File: src/rtl/rcpu_irq_pkg.sv
// Shared definitions for the RCPU vectored interrupt controller.
package rcpu_irq_pkg;

   // Controller service states
   typedef enum logic [1:0] {
      ST_IDLE = 2'd0,
      ST_ARB  = 2'd1,
      ST_REQ  = 2'd2
   } state_t;

   // Register offsets on the cfg port
   localparam logic [1:0] REG_MASK   = 2'd0;
   localparam logic [1:0] REG_PEND   = 2'd1;
   localparam logic [1:0] REG_STATUS = 2'd2;
   localparam logic [1:0] REG_SWTRIG = 2'd3;

   // STATUS layout: busy flag and active-index field width
   localparam int unsigned STATUS_BUSY_BIT = 15;
   localparam int unsigned IDX_W           = 4;

endpackage

File: src/rtl/rcpu_prio_enc.sv
// Fixed-priority encoder: reports the lowest set bit of i_vec.
module rcpu_prio_enc
   import rcpu_irq_pkg::*;
#(
   parameter int unsigned NCH = 8
) (
   input  logic [NCH-1:0]   i_vec,
   output logic [IDX_W-1:0] o_idx,
   output logic             o_valid
);

   // Scan downward so the lowest set index is the last one written
   always_comb begin
      o_idx   = '0;
      o_valid = 1'b0;
      for (int k = NCH - 1; k >= 0; k--) begin
         if (i_vec[k]) begin
            o_idx   = IDX_W'(k);
            o_valid = 1'b1;
         end
      end
   end

endmodule

File: src/rtl/rcpu_irq_ctrl.sv
// Vectored interrupt controller for the RCPU single-line interrupt port.
// Build option: define RCPU_IRQ_EDGE_EN for rising-edge source detection;
// otherwise sources are level-sensitive.
module rcpu_irq_ctrl
   import rcpu_irq_pkg::*;
#(
   parameter int unsigned   NCH        = 8,
   parameter int unsigned   M          = 16,
   parameter int unsigned   N          = 32,
   parameter logic [N-1:0]  VEC_BASE   = N'(32'h0000_F000),
   parameter int unsigned   VEC_STRIDE = 4
) (
   input  logic             clk,
   input  logic             rst,
   input  logic [NCH-1:0]   src_irq,
   input  logic [NCH*M-1:0] src_data,
   output logic             irq,
   input  logic             turnOffIRQ,
   output logic [N-1:0]     intAddr,
   output logic [M-1:0]     intData,
   input  logic             cfg_we,
   input  logic             cfg_re,
   input  logic [1:0]       cfg_addr,
   input  logic [M-1:0]     cfg_wdata,
   output logic [M-1:0]     cfg_rdata
);

   state_t           r_state;
   logic [NCH-1:0]   r_pend;
   logic [NCH-1:0]   r_mask;
   logic [IDX_W-1:0] r_active;
   logic             r_irq;
   logic [N-1:0]     r_int_addr;
   logic [M-1:0]     r_int_data;
   logic [M-1:0]     r_rdata;

   logic [NCH-1:0]   w_det;
   logic [NCH-1:0]   w_set;
   logic [NCH-1:0]   w_clr;
   logic [NCH-1:0]   w_pend_nxt;
   logic [NCH-1:0]   w_pend_req;
   logic [NCH-1:0]   w_active_oh;
   logic [IDX_W-1:0] w_win_idx;
   logic             w_win_valid;
   logic             w_ack;
   logic             w_wr_mask;
   logic             w_wr_pend;
   logic             w_wr_swtrig;
   logic [N-1:0]     w_vec_addr;
   logic [M-1:0]     w_sel_data;
   logic [M-1:0]     w_status;
   logic [M-1:0]     w_rd_val;
   logic             w_unused;

   // Bits of cfg_wdata above NCH are intentionally ignored
   assign w_unused = ^cfg_wdata;

`ifdef RCPU_IRQ_EDGE_EN
   logic [NCH-1:0] r_src_prev;

   // Previous-cycle copy of the sources for rising-edge detection
   always_ff @(posedge clk or posedge rst) begin
      if (rst) r_src_prev <= '0;
      else     r_src_prev <= src_irq;
   end

   assign w_det = src_irq & ~r_src_prev;
`else
   assign w_det = src_irq;
`endif

   // Register-port decode and acknowledge qualification
   assign w_wr_mask   = cfg_we && (cfg_addr == REG_MASK);
   assign w_wr_pend   = cfg_we && (cfg_addr == REG_PEND);
   assign w_wr_swtrig = cfg_we && (cfg_addr == REG_SWTRIG);
   assign w_ack       = (r_state == ST_REQ) && turnOffIRQ;

   // Pending update: clears first, then sets so a same-cycle set wins
   assign w_active_oh = NCH'(1) << r_active;
   assign w_set       = w_det | (w_wr_swtrig ? cfg_wdata[NCH-1:0] : '0);
   assign w_clr       = (w_wr_pend ? cfg_wdata[NCH-1:0] : '0) | (w_ack ? w_active_oh : '0);
   assign w_pend_nxt  = (r_pend & ~w_clr) | w_set;

   // Arbitration runs on the registered mask, so a same-cycle MASK write is not yet visible
   assign w_pend_req = r_pend & r_mask;

   rcpu_prio_enc #(
      .NCH (NCH)
   ) u_prio_enc (
      .i_vec   (w_pend_req),
      .o_idx   (w_win_idx),
      .o_valid (w_win_valid)
   );

   // Vector address and data word of the active channel
   assign w_vec_addr = VEC_BASE + N'(r_active) * N'(VEC_STRIDE);
   assign w_sel_data = src_data[32'(r_active) * M +: M];

   // STATUS word: busy flag plus active index
   always_comb begin
      w_status                  = '0;
      w_status[IDX_W-1:0]       = r_active;
      w_status[STATUS_BUSY_BIT] = (r_state != ST_IDLE);
   end

   // Read-data mux; SWTRIG is write-only and reads zero
   always_comb begin
      w_rd_val = '0;
      case (cfg_addr)
         REG_MASK:   w_rd_val = M'(r_mask);
         REG_PEND:   w_rd_val = M'(r_pend);
         REG_STATUS: w_rd_val = w_status;
         default:    w_rd_val = '0;
      endcase
   end

   // Pending, mask and read-data registers
   always_ff @(posedge clk or posedge rst) begin
      if (rst) begin
         r_pend  <= '0;
         r_mask  <= '0;
         r_rdata <= '0;
      end else begin
         r_pend <= w_pend_nxt;
         if (w_wr_mask) r_mask  <= cfg_wdata[NCH-1:0];
         if (cfg_re)    r_rdata <= w_rd_val;
      end
   end

   // Service FSM: pick winner, present vector, hold until acknowledge
   always_ff @(posedge clk or posedge rst) begin
      if (rst) begin
         r_state    <= ST_IDLE;
         r_active   <= '0;
         r_irq      <= 1'b0;
         r_int_addr <= '0;
         r_int_data <= '0;
      end else begin
         case (r_state)
            ST_IDLE: begin
               if (w_win_valid) begin
                  r_active <= w_win_idx;
                  r_state  <= ST_ARB;
               end
            end
            ST_ARB: begin
               r_int_addr <= w_vec_addr;
               r_int_data <= w_sel_data;
               r_irq      <= 1'b1;
               r_state    <= ST_REQ;
            end
            ST_REQ: begin
               if (turnOffIRQ) begin
                  r_irq   <= 1'b0;
                  r_state <= ST_IDLE;
               end
            end
            default: r_state <= ST_IDLE;
         endcase
      end
   end

   assign irq       = r_irq;
   assign intAddr   = r_int_addr;
   assign intData   = r_int_data;
   assign cfg_rdata = r_rdata;

endmodule

File: config.mk
export PLATFORM = sky130hd
export DESIGN_NAME = rcpu_irq_ctrl
export DESIGN_NICKNAME = d
export VERILOG_FILES = /design/src/rtl/rcpu_irq_pkg.sv /design/src/rtl/rcpu_prio_enc.sv /design/src/rtl/rcpu_irq_ctrl.sv
export SDC_FILE = /design/constraint.sdc
export NUM_CORES = 1
export LEC_CHECK = 0
export ABC_CLOCK_PERIOD_IN_PS = 1500
export CAP_MARGIN = 20
export CORE_MARGIN = 5
export CORE_UTILIZATION = 34
export CTS_BUF_LIST = sky130_fd_sc_hd__clkbuf_2 sky130_fd_sc_hd__clkbuf_4 sky130_fd_sc_hd__clkbuf_8
export DETAILED_ROUTE_END_ITERATION = 8
export PLACE_DENSITY = 0.79
export SLEW_MARGIN = 0
export SYNTH_ARGS = -nofsm -noshare
export SYNTH_HDL_FRONTEND = slang
export SYNTH_SLANG_ARGS = --single-unit
File: constraint.sdc
create_clock -name clk -period 1.5 [get_ports clk]
set_input_delay 0.3 -clock clk [delete_from_list [all_inputs] [get_ports clk]]
set_output_delay 0.3 -clock clk [all_outputs]
set_load 0.02 [all_outputs]
==> out/results.ini <==
[run_status]
status=finished with violations
violations=setup timing

[global_route]
grtUsageTotal_pct=18.36
overflow=0
grt_first_pass_wirelength_mm=18.02
grt_pass1_vias=3486
antenna_found_initial=0
grt_max_degree=52

[yosys]
synth-async-reset-ratio_pct=100.0
synth_edf_count=0
synth_xor_area_share_pct=0
synth_mux_area_share_pct=32.92
synth_flop_cell=dfrtp_1
synth_cells=304
yosys.area_share.adder_pct=0
yosys.area.top_type=dfrtp_1
syn_area_per_cell_um2=11.39
synthSimpleGateAreaFrac_pct=7.951
yosysSeqAreaShare_pct=36.86
ys_warn_count=0
synth_compound_area_share_pct=10.34
ys_ff_latch=51
netlist_area_mm2=0.003462
netlist_top_cells_area=dfrtp_1 37%, mux4_2 15%, buf_4 7.8%, mux2i_1 7.2%, mux4_1 6.8%
synth.top_cell.area_share_pct=36.86
synth.most_common_cell=dfrtp_1
synth_cell_types=34
synthTopCellsByCount=51 x dfrtp_1, 38 x nand2_1, 36 x buf_4
synth_top_family_by_area=multiplexers

[floorplan]
dieArea_mm2=0.01230
die-height_um=110.9
io_pins=224
start_util_pct=35.10
core-area_mm2=0.009864
rows=36
dieWidth_um=110.9

[power_and_ir_drop]
vdd_drop_max_v=0.0007633
leakage_uw=0.002360
total_power_uw=8051
p_per_area_mw_per_mm2=1433

[cells_and_area]
diodes=0
layout.nets=663
stdcell_count=638
fillers=857
area_growth_pct=62.27
drive_gt1_share_pct=18.02
fin_area_mm2=0.005618

[detailed_routing]
via_count=3144
drc_errors=0
vias_per_cell=4.928
drtAntennaViolNets=0
dr.pass1.iters=4
route.final.wire_length_mm=11.68
drt_iter0_drc=119
wl_per_cell_um=18.30

[place]
placement.cell_area_mm2=0.005459
port_buffers=183
dp_cells=623
routabilityCongestion=0.8011
dpl.hpwl_mm=9.439
dp_slack_ns=-0.2298

[sta]
rsz0062_at_grt=true
min_period_over_period_pct=107.4
finalHoldViolCount=0
timing.hold.ws_ns=0.3962
period_needed_ns=1.612
drv_slew=0
worst_slack_ns=-0.1115
finClkSkew_ns=0.008079
clock.fmax_mhz=620.5
finalSetupViolCount=15

[clock_network]
clock_latency_ns=0.30
cts_tree=built
cts_buffers=5
clock_sink_count=51
cts_max_level=2
cts_hold_buf=0
cts.path.max_buffers=2
root_buffer=clkbuf_8
clk_pin_slew_worst_paths_ns=0.09

[critical_path]
cp_slowest_cell=mux4_2
path_class=reg -> reg
cp-start-kind=register
cp.required_ns=1.68
endpoint_kind=register
worstPathCellList=buf_4 > clkbuf_16 > mux4_2 > mux2i_1 > o21ai_1
arrival_ns=1.79
cp.buffers_inverters=2
max_stage_delay_ns=0.49
cp_top_family=multiplexers
cp_max_fo=5

[hold_path]
hold_path_class=in -> async

[flow_run]
maxCapViolCount=0

## final timing paths
kind,from,slack (ns),cells after the start,end
min,rst,0.40,3,r_mask[6]
max reg2reg,r_active[0],-0.11,5,intData[0]
max in group asynchronous,rst,0.85,3,intData[2]
min in group clk,intData[6],0.49,2,intData[6]
min reg2reg,intData[6],0.49,2,intData[6]
max,r_active[0],-0.11,5,intData[0]
## metrics by stage
stage | utilization (%) | TNS (ns)
2_1_floorplan | - | 0
3_3_place_gp | 55.34 | -4.160
3_5_place_dp | 55.34 | -4.778
4_1_cts | 56.82 | -0.7051
5_1_grt | 56.95 | -2.213
6_report | 56.95 | -0.7161
## routing by layer
metal	global-route usage (%)	up-vias	wire [µm]	part of all wire [%]
met1	20.69	1527	4215	36
met5	0	-	0	0
met3	3.221	17	713	6.1
met4	6.486	0	254	2.2
li1	-	1457	-	-
met2	34.51	143	6493	56
## worst min-delay path: stages
cell,delay (ns)
clkdlybuf4s50_1,0.44
clkinvlp_4,0.09
buf_12,0.25
## layout by cell type, fill, tap and decap left out, types with 2 or more instances in the layout
cell type        netlist  final
dfrtp_1               51     50
a22oi_1                4      3
clkbuf_8               0      5
conb_1                 1     32
buf_12                 0      4
nand2b_1               6      6
inv_1                  9      8
mux2_2                12     12
a32oi_1                2      2
buf_8                  0      2
nand2_1               38     38
buf_4                 36     24
a21oi_1               18     18
clkbuf_4               0      2
clkdlybuf4s50_1        0    149
buf_6                  3      2
dlygate4sd2_1          0     33
mux2i_1               25     25
nor2_1                 7      7
mux4_2                23     32
o22ai_1                6      6
o21ai_0                3      3
o21ai_1               16     16
o211ai_1               6      6
## state kept, by name, indices dropped and copies added (netlist names)
register / cells
cfg_rdata: 9
intAddr: 4
intData: 16
irq: 1
r_active: 3
r_mask: 8
r_pend: 8
r_state: 2
## layout make-up
cell class | count | area [µm²] | share of cell area (%)
well taps | 133 | 166.4 | 2.962
clock inverters | 1 | 30.03 | 0.5345
clock buffers | 7 | 83.83 | 1.492
inverters | 9 | 37.54 | 0.6682
repair buffers | 217 | 2158 | 38.42
flip-flops and latches | 51 | 1277 | 22.74
multi-input cells | 220 | 1864 | 33.18
## cells by family (layout without fill, tap and decap cells)
| kind of cell | Yosys count | after routing |
|---|---|---|
| AO/OA/AOI/OAI | 60 | 60 |
| buffers and inverters | 64 | 234 |
| flip-flops | 51 | 51 |
| multiplexers | 69 | 69 |
| other | 1 | 32 |
| AND/OR/NAND/NOR | 59 | 59 |
## report_power, final
| part | switching (µW) | total [µW] | internal (µW) |
|---|---|---|---|
| logic | 2290 | 4940 | 2650 |
| clock network | 454 | 991 | 536 |
| registers | 306 | 2120 | 1820 |
| total | 3050 | 8050 | 5000 |
## timing repair
action	in CTS	in global routing
resized for setup	46	7
cloned	2	1
buffers inserted	4	1
setup endpoints to repair	46	20
pin swaps	0	1
Power figures use the tool's default switching activity.
